==> config.mk <==
export PLATFORM = sky130hd
export DESIGN_NAME = i2c_controller
export DESIGN_NICKNAME = d
export VERILOG_FILES = /design/src/rtl/i2c_pkg.sv /design/src/rtl/i2c_tick_gen.sv /design/src/rtl/i2c_controller.sv
export SDC_FILE = /design/constraint.sdc
export NUM_CORES = 1
export LEC_CHECK = 0
export BUFFER_PORTS_ARGS = -buffer_cell sky130_fd_sc_hd__buf_2
export CAP_MARGIN = 30
export CORE_MARGIN = 2
export CORE_UTILIZATION = 35
export CTS_CLUSTER_DIAMETER = 60
export DETAILED_ROUTE_END_ITERATION = 10
export GPL_TIMING_DRIVEN = 0
export PLACE_DENSITY = 0.57
export SLEW_MARGIN = 10
export SYNTH_ARGS = -nofsm -noshare
export SYNTH_HDL_FRONTEND = slang
export SYNTH_SLANG_ARGS = --single-unit
==> constraint.sdc <==
create_clock -name clk -period 2.3 [get_ports clk]
set_clock_uncertainty 0.05 [all_clocks]
set_input_delay 0.345 -clock clk [delete_from_list [all_inputs] [get_ports clk]]
set_output_delay 0.345 -clock clk [all_outputs]
set_load 0.02 [all_outputs]
==> src/rtl/i2c_pkg.sv <==
// Shared I2C definitions: controller FSM states, transfer direction codes and address width.
// The existing target block imports this package as well.
package i2c_pkg;

  localparam int   ADDR_W   = 7;
  localparam logic RW_WRITE = 1'b0;
  localparam logic RW_READ  = 1'b1;

  typedef enum logic [3:0] {
    IDLE,
    START,
    ADDR,
    ADDR_ACK,
    WRITE,
    WRITE_ACK,
    READ,
    READ_NACK,
    STOP
  } state_t;

endpackage

==> src/rtl/i2c_tick_gen.sv <==
// Quarter-bit timebase: divides clk by CLK_DIV and counts the four quarters of an SCL bit slot.
// Held at zero while the controller is idle so every transaction starts on a slot boundary.
module i2c_tick_gen #(
  parameter int CLK_DIV = 4
) (
  input  logic       i_clk,
  input  logic       i_rst,
  input  logic       i_clear,
  output logic       o_qtick,
  output logic [1:0] o_quarter
);

  localparam int CW = (CLK_DIV > 1) ? $clog2(CLK_DIV) : 1;

  logic [CW-1:0] r_cnt;
  logic [1:0]    r_quarter;
  logic          w_qtick;

  assign w_qtick   = (r_cnt == CW'(CLK_DIV - 1));
  assign o_qtick   = w_qtick;
  assign o_quarter = r_quarter;

  // The quarter index wraps from 3 to 0 exactly at the slot boundary the FSM acts on.
  always_ff @(posedge i_clk) begin
    if (!i_rst || i_clear) begin
      r_cnt     <= '0;
      r_quarter <= 2'd0;
    end else if (w_qtick) begin
      r_cnt     <= '0;
      r_quarter <= r_quarter + 2'd1;
    end else begin
      r_cnt <= r_cnt + CW'(1);
    end
  end

endmodule

==> src/rtl/i2c_controller.sv <==
// Single-byte I2C master: START, address+rw, one data byte (write with ACK or read with NACK), STOP.
// Open-drain lines are expressed as output-enables; 1 pulls the line low.
module i2c_controller
  import i2c_pkg::*;
#(
  parameter int CLK_DIV = 4
) (
  input  logic              clk,
  input  logic              rst,
  input  logic              start,
  input  logic [ADDR_W-1:0] addr,
  input  logic              rw,
  input  logic [7:0]        wdata,
  input  logic              sda_i,
  output logic              scl_oe,
  output logic              sda_oe,
  output logic              busy,
  output logic              done,
  output logic              ack_err,
  output logic [7:0]        rdata
);

  state_t     r_state;
  logic [2:0] r_bit_cnt;
  logic [7:0] r_tx_shift;
  logic [7:0] r_wdata;
  logic [7:0] r_rx_shift;
  logic       r_rw;
  logic       r_sda_smp;

  logic       w_idle;
  logic       w_qtick;
  logic [1:0] w_quarter;
  logic       w_slot_end;
  logic       w_sample;
  logic       w_scl_low_q;
  logic       w_scl_nxt;
  logic       w_sda_nxt;

  assign w_idle      = (r_state == IDLE);
  assign w_slot_end  = w_qtick && (w_quarter == 2'd3);
  assign w_sample    = w_qtick && (w_quarter == 2'd1);
  assign w_scl_low_q = (w_quarter == 2'd0) || (w_quarter == 2'd3);

  i2c_tick_gen #(
    .CLK_DIV(CLK_DIV)
  ) u_tick_gen (
    .i_clk    (clk),
    .i_rst    (rst),
    .i_clear  (w_idle),
    .o_qtick  (w_qtick),
    .o_quarter(w_quarter)
  );

  // Line levels for the current quarter; registered below, so edges land one cycle into each quarter.
  always_comb begin
    w_scl_nxt = 1'b0;
    w_sda_nxt = 1'b0;
    case (r_state)
      START: begin
        w_sda_nxt = 1'b1;
        w_scl_nxt = w_quarter[1];
      end
      ADDR, WRITE: begin
        w_sda_nxt = ~r_tx_shift[7];
        w_scl_nxt = w_scl_low_q;
      end
      ADDR_ACK, WRITE_ACK, READ, READ_NACK: begin
        w_scl_nxt = w_scl_low_q;
      end
      STOP: begin
        w_sda_nxt = ~w_quarter[1];
        w_scl_nxt = (w_quarter == 2'd0);
      end
      default: ;
    endcase
  end

  always_ff @(posedge clk) begin
    if (!rst) begin
      r_state    <= IDLE;
      r_bit_cnt  <= 3'd0;
      r_tx_shift <= 8'h00;
      r_wdata    <= 8'h00;
      r_rx_shift <= 8'h00;
      r_rw       <= RW_WRITE;
      r_sda_smp  <= 1'b1;
      scl_oe     <= 1'b0;
      sda_oe     <= 1'b0;
      busy       <= 1'b0;
      done       <= 1'b0;
      ack_err    <= 1'b0;
      rdata      <= 8'h00;
    end else begin
      done   <= 1'b0;
      scl_oe <= w_scl_nxt;
      sda_oe <= w_sda_nxt;
      if (w_sample) begin
        r_sda_smp <= sda_i;
      end

      case (r_state)
        IDLE: begin
          // A start coinciding with the done pulse is dropped, not deferred.
          if (start && !done) begin
            r_tx_shift <= {addr, rw};
            r_rw       <= rw;
            r_wdata    <= wdata;
            r_bit_cnt  <= 3'd0;
            busy       <= 1'b1;
            ack_err    <= 1'b0;
            r_state    <= START;
          end
        end
        START: begin
          if (w_slot_end) begin
            r_state <= ADDR;
          end
        end
        ADDR: begin
          if (w_slot_end) begin
            r_tx_shift <= {r_tx_shift[6:0], 1'b0};
            if (r_bit_cnt == 3'd7) begin
              r_bit_cnt <= 3'd0;
              r_state   <= ADDR_ACK;
            end else begin
              r_bit_cnt <= r_bit_cnt + 3'd1;
            end
          end
        end
        ADDR_ACK: begin
          if (w_slot_end) begin
            if (r_sda_smp) begin
              ack_err <= 1'b1;
              r_state <= STOP;
            end else if (r_rw == RW_READ) begin
              r_state <= READ;
            end else begin
              r_tx_shift <= r_wdata;
              r_state    <= WRITE;
            end
          end
        end
        WRITE: begin
          if (w_slot_end) begin
            r_tx_shift <= {r_tx_shift[6:0], 1'b0};
            if (r_bit_cnt == 3'd7) begin
              r_bit_cnt <= 3'd0;
              r_state   <= WRITE_ACK;
            end else begin
              r_bit_cnt <= r_bit_cnt + 3'd1;
            end
          end
        end
        WRITE_ACK: begin
          if (w_slot_end) begin
            if (r_sda_smp) begin
              ack_err <= 1'b1;
            end
            r_state <= STOP;
          end
        end
        READ: begin
          if (w_sample) begin
            r_rx_shift <= {r_rx_shift[6:0], sda_i};
          end
          if (w_slot_end) begin
            if (r_bit_cnt == 3'd7) begin
              r_bit_cnt <= 3'd0;
              r_state   <= READ_NACK;
            end else begin
              r_bit_cnt <= r_bit_cnt + 3'd1;
            end
          end
        end
        READ_NACK: begin
          if (w_slot_end) begin
            r_state <= STOP;
          end
        end
        STOP: begin
          if (w_slot_end) begin
            if (r_rw == RW_READ && !ack_err) begin
              rdata <= r_rx_shift;
            end
            done    <= 1'b1;
            busy    <= 1'b0;
            r_state <= IDLE;
          end
        end
        default: r_state <= IDLE;
      endcase
    end
  end

endmodule

==> metrics.txt, run 1 <==
# TYPE chip_impl_metric gauge
chip_impl_metric{name="cts_repair_resize_count",unit=""} 0
chip_impl_metric{name="worst_pin_slew",unit="ps"} 869
chip_impl_info{name="timing_worst_setup_path_type",value="flop to flop"} 1
chip_impl_metric{name="worst_r2r_path_depth",unit=""} 9
chip_impl_metric{name="worst_setup_hold_path_clk_slew",unit="ps"} 90
chip_impl_metric{name="cts_hold_repair.buffers",unit=""} 0
chip_impl_metric{name="cts_made_buffers",unit=""} 5
chip_impl_metric{name="crit_required",unit="ps"} 2450
chip_impl_metric{name="static-leakage-power",unit="nW"} 1.21
chip_impl_info{name="layout.cells.most_common_list",value="sky130_fd_sc_hd__dfxtp_1 (50), sky130_fd_sc_hd__buf_2 (40), sky130_fd_sc_hd__nor2_1 (39)"} 1
chip_impl_metric{name="design.die.area",unit="um2"} 7420
chip_impl_metric{name="count_of_placed_standard_cells_including_taps",unit=""} 372
chip_impl_metric{name="wire_per_inst",unit="um"} 14.7
chip_impl_metric{name="share_of_post_route_cells_with_drive_strength_above_1",unit="%"} 18.4
chip_impl_metric{name="timing.final.max_slew_violations",unit=""} 0
chip_impl_metric{name="cellPowerDensity",unit="nW/um2"} 650
chip_impl_info{name="critPathCapture",value="r_tx_shift[1]$_SDFFE_PN0P_"} 1
chip_impl_info{name="mostFrequentLayoutCell",value="sky130_fd_sc_hd__dfxtp_1"} 1
chip_impl_metric{name="vias_per_cell",unit=""} 5.24
chip_impl_metric{name="synth_cells",unit=""} 263
chip_impl_metric{name="max-cap-violations",unit=""} 0
chip_impl_metric{name="port-buffer-count",unit=""} 32
chip_impl_metric{name="io-pin-count",unit=""} 33
chip_impl_metric{name="synthesis.area",unit="um2"} 2360
chip_impl_metric{name="final_antenna_net_count",unit=""} 0
chip_impl_info{name="result_of_the_run",value="finished clean"} 1
chip_impl_metric{name="syn2layout_area_growth",unit="%"} 16.9
chip_impl_info{name="endpoint_kind",value="flop"} 1
chip_impl_metric{name="seq_area_frac_synth",unit="%"} 42.4
chip_impl_metric{name="async_flop_share",unit="%"} 0
chip_impl_metric{name="die_x",unit="um"} 86.2
chip_impl_metric{name="hold_violations",unit=""} 0
chip_impl_metric{name="grt_antenna_before_repair",unit=""} 0
chip_impl_metric{name="place_congestion",unit=""} 0.771
chip_impl_metric{name="finished_core_util",unit="%"} 43.0
chip_impl_metric{name="postSynthAreaPerCell",unit="um2"} 8.98
chip_impl_metric{name="timing.max_slew.rel_slack",unit="%"} 42.0
chip_impl_metric{name="detail_route.wirelength",unit="um"} 5590
chip_impl_metric{name="timing.critical_path.fanout_max",unit=""} 10
chip_impl_metric{name="totalPowerFinal",unit="mW"} 1.80
chip_impl_metric{name="design.core.area",unit="um2"} 6420
chip_impl_info{name="crit_path_start_kind",value="flop"} 1
chip_impl_metric{name="setup-violations-final",unit=""} 0
chip_impl_metric{name="critical-path-max-stage-delay",unit="ps"} 330
chip_impl_metric{name="cts-htree-levels",unit=""} 2
chip_impl_metric{name="finalNetCount",unit=""} 329
chip_impl_metric{name="ir_worst_vdd",unit="uV"} 269
chip_impl_metric{name="drt_pass_1_iters",unit=""} 4
chip_impl_metric{name="post-route-drc-count",unit=""} 0
chip_impl_metric{name="period_minus_slack",unit="ps"} 2130
chip_impl_metric{name="grt_overflow",unit=""} 0
chip_impl_metric{name="ys_seq_elements",unit=""} 50
chip_impl_info{name="critical_path.startpoint",value="u_tick_gen.r_cnt[0]$_SDFF_PP0_"} 1
chip_impl_info{name="setup_repair_after_global_routing_missed_its_margin",value="false"} 1
chip_impl_metric{name="reg2reg_slack",unit="ps"} 170
chip_impl_info{name="crit_slowest_cell",value="sky130_fd_sc_hd__dfxtp_1"} 1
chip_impl_metric{name="final.hold.worst_slack",unit="ps"} 213
chip_impl_metric{name="clkSinkCount",unit=""} 50
chip_impl_metric{name="fin_crit_sh",unit="%"} 92.5
chip_impl_metric{name="ctsLongestPathBuffers",unit=""} 2
chip_impl_metric{name="netlist-cell-type-count",unit=""} 40
chip_impl_metric{name="drt-initial-drc-count",unit=""} 108
chip_impl_info{name="crit_chain",value="ha_1 -> buf_6 -> and2_1 -> buf_2 -> o311a_1 -> buf_2 -> and2_1 -> buf_6 -> a311oi_1"} 1
chip_impl_info{name="reg2reg_from",value="u_tick_gen.r_cnt[0]$_SDFF_PP0_"} 1
chip_impl_info{name="synth-main-ff-cell",value="sky130_fd_sc_hd__dfxtp_1"} 1
chip_impl_metric{name="grt_start_max_net_pins",unit=""} 17
chip_impl_metric{name="timing.setup.tns",unit="ps"} 0
chip_impl_metric{name="initial_core_utilization",unit="%"} 36.8
chip_impl_metric{name="rows",unit=""} 29
chip_impl_metric{name="die_height",unit="um"} 86.2
chip_impl_metric{name="clk-insertion-delay-late",unit="ps"} 300
chip_impl_metric{name="postSynthNetCount",unit=""} 289
chip_impl_metric{name="hpwl",unit="um"} 3950
chip_impl_metric{name="fmax",unit="GHz"} 0.470
chip_impl_info{name="reg2reg_to",value="r_tx_shift[1]$_SDFFE_PN0P_"} 1
chip_impl_info{name="hold_path.class",value="input pin to flop"} 1
chip_impl_metric{name="worst_ep_arrival_time",unit="ps"} 2280
chip_impl_metric{name="cts_setup_buffers",unit=""} 0
chip_impl_metric{name="vias",unit=""} 1998
chip_impl_metric{name="synth.yosys.warnings",unit=""} 0
chip_impl_metric{name="first_global_vias",unit=""} 1903
chip_impl_metric{name="diodes",unit=""} 0
chip_impl_metric{name="layout.cells.non_filler",unit=""} 381
chip_impl_info{name="tritoncts",value="built"} 1
chip_impl_info{name="clockRootBuffer",value="sky130_fd_sc_hd__clkbuf_8"} 1
chip_impl_metric{name="synth-edff-count",unit=""} 0
chip_impl_metric{name="first_pass_grt_wire_length",unit="um"} 9360
chip_impl_metric{name="grt_use_total",unit="%"} 16.0
[synth_stat cells, drive strengths merged, types with 2 or more instances]
master / n / share of area [%]
dfxtp: 50 / 42
nor2: 39 / 6.2
mux2i: 28 / 12
nand2: 21 / 3.3
a21oi: 20 / 4.2
buf: 14 / 4.2
inv: 13 / 2.1
a22oi: 8 / 2.5
o32ai: 8 / 3.0
a311oi: 6 / 2.2
clkbuf: 6 / 0.95
ha: 6 / 3.2
nand2b: 5 / 1.3
nand3: 5 / 1.1
nor4b: 4 / 1.5
a211oi: 3 / 0.95
nor3: 3 / 1.1
o21a: 3 / 0.95
and2: 2 / 0.53
xnor2: 2 / 0.74
[critical path, delay by kind of cell (launching register included)]
kind | cells | cell delay (ps)
adders and majority gates | 1 | 200
AOI/OAI and AO/OA | 2 | 540
and+or+nand+nor | 2 | 290
DFF | 1 | 330
buffers and inverters | 4 | 620
[cells by family after synthesis]
group	Yosys count	synth area share, %
multiplexers	28	11.9
buffers and inverters	33	7.20
flip-flops	50	42.4
adder cells (fa/ha/maj)	6	3.18
XOR/XNOR	2	0.742
AO/OA/AOI/OAI	56	16.6
AND/OR/NAND/NOR	88	18.0
[report_power, final]
part           total, mW  switching [mW]  internal, mW
clock              0.740           0.304         0.436
sequential         0.907          0.0147         0.892
combinational      0.149          0.0825        0.0665
total               1.80           0.401          1.39
[sequential cells by signal, summed over array words and instances (netlist names)]
register,cells
r_rw,1
r_state,4
u_tick_gen.r_cnt,2
u_tick_gen.o_quarter,2
ack_err,1
r_tx_shift,8
r_wdata,8
r_sda_smp,1
r_bit_cnt,3
scl_oe,1
done,1
rdata,8
r_rx_shift,8
busy,1
sda_oe,1
[routing by layer]
layer | track usage, % | part of all wire, % | up-vias
met1 | 22.3 | 49 | 940
met4 | 6.64 | 1.1 | 0
li1 | - | - | 1012
met5 | 0 | 0 | -
met3 | 2.69 | 3.5 | 6
met2 | 24.3 | 46 | 40
[layout make-up]
type / instances / area, um2
Multi-Input combinational cell: 180 / 1190
Clock inverter: 3 / 68.8
Timing Repair Buffer: 33 / 165
Buffer: 20 / 121
Fill cell: 662 / 3660
Clock buffer: 5 / 68.8
Inverter: 13 / 48.8
Tap cell: 77 / 96.3
Sequential cell: 50 / 1000
[stage by stage]
| stage | setup WS (ps) | cell area [um2] |
|---|---|---|
| after global routing | 13.8 | 2760 |
| after global placement | 263 | 2620 |
| final | 174 | 2760 |
| after detailed placement | 198 | 2620 |
| after floorplan | 399 | 2360 |
| after CTS | 176 | 2760 |
[worst min path at each step]
stage,start,end,slack [ps],cells after the start
4_1_cts,wdata[5],r_wdata[5]$_SDFFE_PN0P_,210,3
3_5_place_dp,u_tick_gen.r_cnt[0]$_SDFF_PP0_,u_tick_gen.r_cnt[0]$_SDFF_PP0_,380,1
6_report,wdata[2],r_wdata[2]$_SDFFE_PN0P_,210,3
2_1_floorplan,u_tick_gen.r_cnt[0]$_SDFF_PP0_,u_tick_gen.r_cnt[0]$_SDFF_PP0_,350,1
5_1_grt,wdata[0],r_wdata[0]$_SDFFE_PN0P_,210,3
3_3_place_gp,u_tick_gen.r_cnt[0]$_SDFF_PP0_,u_tick_gen.r_cnt[0]$_SDFF_PP0_,360,1
Power figures use the tool's default switching activity.
==> inputs of run 2 (changes only) <==
--- a/config.mk
+++ b/config.mk
@@ -9,9 +9,10 @@
 export CAP_MARGIN = 30
 export CORE_MARGIN = 2
-export CORE_UTILIZATION = 35
+export CORE_UTILIZATION = 59
+export CTS_BUF_LIST = sky130_fd_sc_hd__clkbuf_8
 export CTS_CLUSTER_DIAMETER = 60
 export DETAILED_ROUTE_END_ITERATION = 10
 export GPL_TIMING_DRIVEN = 0
-export PLACE_DENSITY = 0.57
+export PLACE_DENSITY = 0.86
 export SLEW_MARGIN = 10
 export SYNTH_ARGS = -nofsm -noshare
==> constraint.sdc (replaced) <==
create_clock -name clk -period 2.3 [get_ports clk]
set_clock_uncertainty 0.05 [all_clocks]
set_input_delay 0.23 -clock clk [delete_from_list [all_inputs] [get_ports clk]]
set_output_delay 0.23 -clock clk [all_outputs]
set_load 0.02 [all_outputs]
==> run 2 against run 1 <==
  * Sequential power is essentially flat
  * Register-to-register slack better by 30 ps
  * Clock power decreased by 33%
  * Combinational power barely moved
  * Die area decreased by 39%
  * Sequential share of layout area up 1.3 points
  * Utilization rose by 28 points
  * Critical path type unchanged
  * Critical endpoint is now r_tx_shift[2]$_SDFFE_PN0P_
  * Largest cell class unchanged
  * Highest routed layer unchanged
==> metrics.txt, run 2 (synthesis gave the netlist of run 1 again) <==
# TYPE chip_impl_metric gauge
chip_impl_metric{name="power.internal",unit="mW"} 1.17
chip_impl_info{name="crit_path_start_kind",value="flop"} 1
chip_impl_metric{name="worst_pin_slew",unit="ps"} 954
chip_impl_metric{name="drt_pass_1_iters",unit=""} 5
chip_impl_metric{name="cts_repair_resize_count",unit=""} 0
chip_impl_metric{name="clkSinkCount",unit=""} 50
chip_impl_info{name="reg2reg_to",value="r_tx_shift[2]$_SDFFE_PN0P_"} 1
chip_impl_info{name="tritoncts",value="built"} 1
chip_impl_metric{name="finalNetCount",unit=""} 328
chip_impl_metric{name="worst_slack",unit="ps"} 206
chip_impl_metric{name="ctsLongestPathBuffers",unit=""} 2
chip_impl_info{name="critical_path.startpoint",value="u_tick_gen.r_cnt[0]$_SDFF_PP0_"} 1
chip_impl_info{name="critPathCapture",value="r_tx_shift[2]$_SDFFE_PN0P_"} 1
chip_impl_metric{name="grt_start_max_net_pins",unit=""} 16
chip_impl_metric{name="rows",unit=""} 22
chip_impl_metric{name="setup-violations-final",unit=""} 0
chip_impl_metric{name="cts_hold_repair.buffers",unit=""} 0
chip_impl_metric{name="static-leakage-power",unit="nW"} 1.19
chip_impl_metric{name="wire_per_inst",unit="um"} 14.6
chip_impl_metric{name="stdcell_area",unit="um2"} 2670
chip_impl_metric{name="place_congestion",unit=""} 0.859
chip_impl_metric{name="drt-initial-drc-count",unit=""} 152
chip_impl_metric{name="worst_setup_hold_path_clk_slew",unit="ps"} 90
chip_impl_metric{name="filler_cell_count",unit=""} 320
chip_impl_metric{name="grt_antenna_before_repair",unit=""} 0
chip_impl_metric{name="share_of_post_route_cells_with_drive_strength_above_1",unit="%"} 17.8
chip_impl_metric{name="initial_core_utilization",unit="%"} 63.1
chip_impl_metric{name="die_x",unit="um"} 67.3
chip_impl_metric{name="syn2layout_area_growth",unit="%"} 13.0
chip_impl_metric{name="fmax",unit="GHz"} 0.478
chip_impl_metric{name="timing.critical_path.fanout_max",unit=""} 10
chip_impl_metric{name="reg2reg_slack",unit="ps"} 210
chip_impl_metric{name="worst_r2r_path_depth",unit=""} 9
chip_impl_metric{name="port-buffer-count",unit=""} 32
chip_impl_metric{name="fin_crit_sh",unit="%"} 91.0
chip_impl_metric{name="pwr-share-seq",unit="%"} 58.4
chip_impl_metric{name="dp_slack",unit="ps"} 227
chip_impl_info{name="clockRootBuffer",value="sky130_fd_sc_hd__clkbuf_8"} 1
chip_impl_metric{name="cts-htree-levels",unit=""} 2
chip_impl_info{name="hold_path.class",value="input pin to flop"} 1
chip_impl_metric{name="design.core.area",unit="um2"} 3740
chip_impl_metric{name="timing.final.max_slew_violations",unit=""} 0
chip_impl_metric{name="design.die.area",unit="um2"} 4530
chip_impl_metric{name="die_height",unit="um"} 67.3
chip_impl_metric{name="ir_worst_vdd",unit="uV"} 528
chip_impl_info{name="reg2reg_from",value="u_tick_gen.r_cnt[0]$_SDFF_PP0_"} 1
chip_impl_metric{name="switching_share",unit="%"} 24.8
chip_impl_metric{name="grt_use_total",unit="%"} 26.5
chip_impl_metric{name="io-pin-count",unit=""} 33
chip_impl_metric{name="cellPowerDensity",unit="nW/um2"} 582
chip_impl_metric{name="worst_ep_arrival_time",unit="ps"} 2260
chip_impl_metric{name="share_comb_of_total_power",unit="%"} 9.5
chip_impl_metric{name="detailed_place.area",unit="um2"} 2580
chip_impl_metric{name="power.clock.fraction",unit="%"} 32.1
chip_impl_metric{name="period_minus_slack",unit="ps"} 2090
chip_impl_metric{name="final_antenna_net_count",unit=""} 0
chip_impl_info{name="mostFrequentLayoutCell",value="sky130_fd_sc_hd__dfxtp_1"} 1
chip_impl_metric{name="vias_per_cell",unit=""} 5.98
chip_impl_info{name="timing_worst_setup_path_type",value="flop to flop"} 1
chip_impl_metric{name="first_pass_grt_wire_length",unit="um"} 8940
chip_impl_metric{name="cts_setup_buffers",unit=""} 0
chip_impl_metric{name="cts_made_buffers",unit=""} 5
chip_impl_metric{name="switchingPower",unit="uW"} 385
chip_impl_metric{name="diodes",unit=""} 0
chip_impl_metric{name="first_global_vias",unit=""} 1997
chip_impl_metric{name="post-route-drc-count",unit=""} 0
chip_impl_info{name="endpoint_kind",value="flop"} 1
chip_impl_metric{name="detail_route.wirelength",unit="um"} 5140
chip_impl_info{name="setup_repair_after_global_routing_missed_its_margin",value="false"} 1
chip_impl_metric{name="hold_violations",unit=""} 0
chip_impl_metric{name="timing.setup.tns",unit="ps"} 0
chip_impl_metric{name="clk-insertion-delay-late",unit="ps"} 310
chip_impl_info{name="layout.cells.most_common_list",value="sky130_fd_sc_hd__dfxtp_1 (50), sky130_fd_sc_hd__buf_2 (39), sky130_fd_sc_hd__nor2_1 (39)"} 1
chip_impl_metric{name="crit_required",unit="ps"} 2460
chip_impl_metric{name="final.hold.worst_slack",unit="ps"} 95.1
chip_impl_metric{name="grt_overflow",unit=""} 0
chip_impl_metric{name="hpwl",unit="um"} 3620
chip_impl_metric{name="max-cap-violations",unit=""} 0
chip_impl_metric{name="timing.max_slew.rel_slack",unit="%"} 35.7
chip_impl_metric{name="vias",unit=""} 2098
chip_impl_info{name="result_of_the_run",value="finished clean"} 1
[run 2: changes by cell type in the layout (fill, tap and decap cells not counted), sizes merged]
cell    delta
bufinv     -2
buf        -1
clkinv     +1
inv        +1
[run 2: worst min path at each step]
| stage | start | endpoint | slack, ps | depth (start not counted) |
|---|---|---|---|---|
| 3_3_place_gp | u_tick_gen.r_cnt[0]$_SDFF_PP0_ | u_tick_gen.r_cnt[0]$_SDFF_PP0_ | 360 | 1 |
| 5_1_grt | rst | r_sda_smp$_SDFFE_PN1P_ | 110 | 2 |
| 6_report | wdata[6] | r_wdata[6]$_SDFFE_PN0P_ | 100 | 3 |
| 3_5_place_dp | u_tick_gen.r_cnt[0]$_SDFF_PP0_ | u_tick_gen.r_cnt[0]$_SDFF_PP0_ | 400 | 1 |
| 2_1_floorplan | rst | r_sda_smp$_SDFFE_PN1P_ | 250 | 1 |
| 4_1_cts | wdata[3] | r_wdata[3]$_SDFFE_PN0P_ | 90 | 3 |
[run 2: worst max-delay path, cell delays in order, from the launching register on]
cell and delay, ps:
sky130_fd_sc_hd__dfxtp_1 330, sky130_fd_sc_hd__ha_1 200, sky130_fd_sc_hd__buf_6 140, sky130_fd_sc_hd__and2_1 130
sky130_fd_sc_hd__buf_2 160, sky130_fd_sc_hd__o311a_1 280, sky130_fd_sc_hd__buf_2 180, sky130_fd_sc_hd__and2_1 160
sky130_fd_sc_hd__buf_6 140, sky130_fd_sc_hd__a311oi_1 230
[run 2: power by group through the flow]
stage | registers [mW] | logic, mW | clock network [mW]
global placement | 0.926 | 0.144 | 0
floorplan | 0.925 | 0.0996 | 0
global route | 0.909 | 0.166 | 0.546
CTS | 0.906 | 0.147 | 0.515
detailed placement | 0.926 | 0.147 | 0
finish | 0.907 | 0.148 | 0.498
[run 2: layer usage]
metal | share of wire (%) | GRT usage [%] | vias up
met5 | 0 | 0 | -
met1 | 42 | 33.4 | 988
li1 | - | - | 1006
met4 | 2.3 | 13.0 | 0
met3 | 7.3 | 6.33 | 12
met2 | 48 | 42.5 | 92
[run 2: final cells by class]
cell class                      count  area [um2]  share of cell area [%]
Timing Repair Buffer               32         160                    6.00
Buffer                             20         121                    4.55
Clock inverter                      3        17.5                   0.656
Tap cell                           48        60.1                    2.25
Sequential cell                    50        1000                    37.5
Inverter                           13        48.8                    1.83
Multi-Input combinational cell    180        1190                    44.6
Clock buffer                        5        68.8                    2.58
[run 2: metrics by stage]
step	std cells	power, mW	utilization, %
2_1_floorplan	263	1.02	-
3_3_place_gp	343	1.07	69.0
3_5_place_dp	343	1.07	69.0
4_1_cts	351	1.57	71.3
5_1_grt	351	1.62	71.3
6_report	351	1.55	71.3
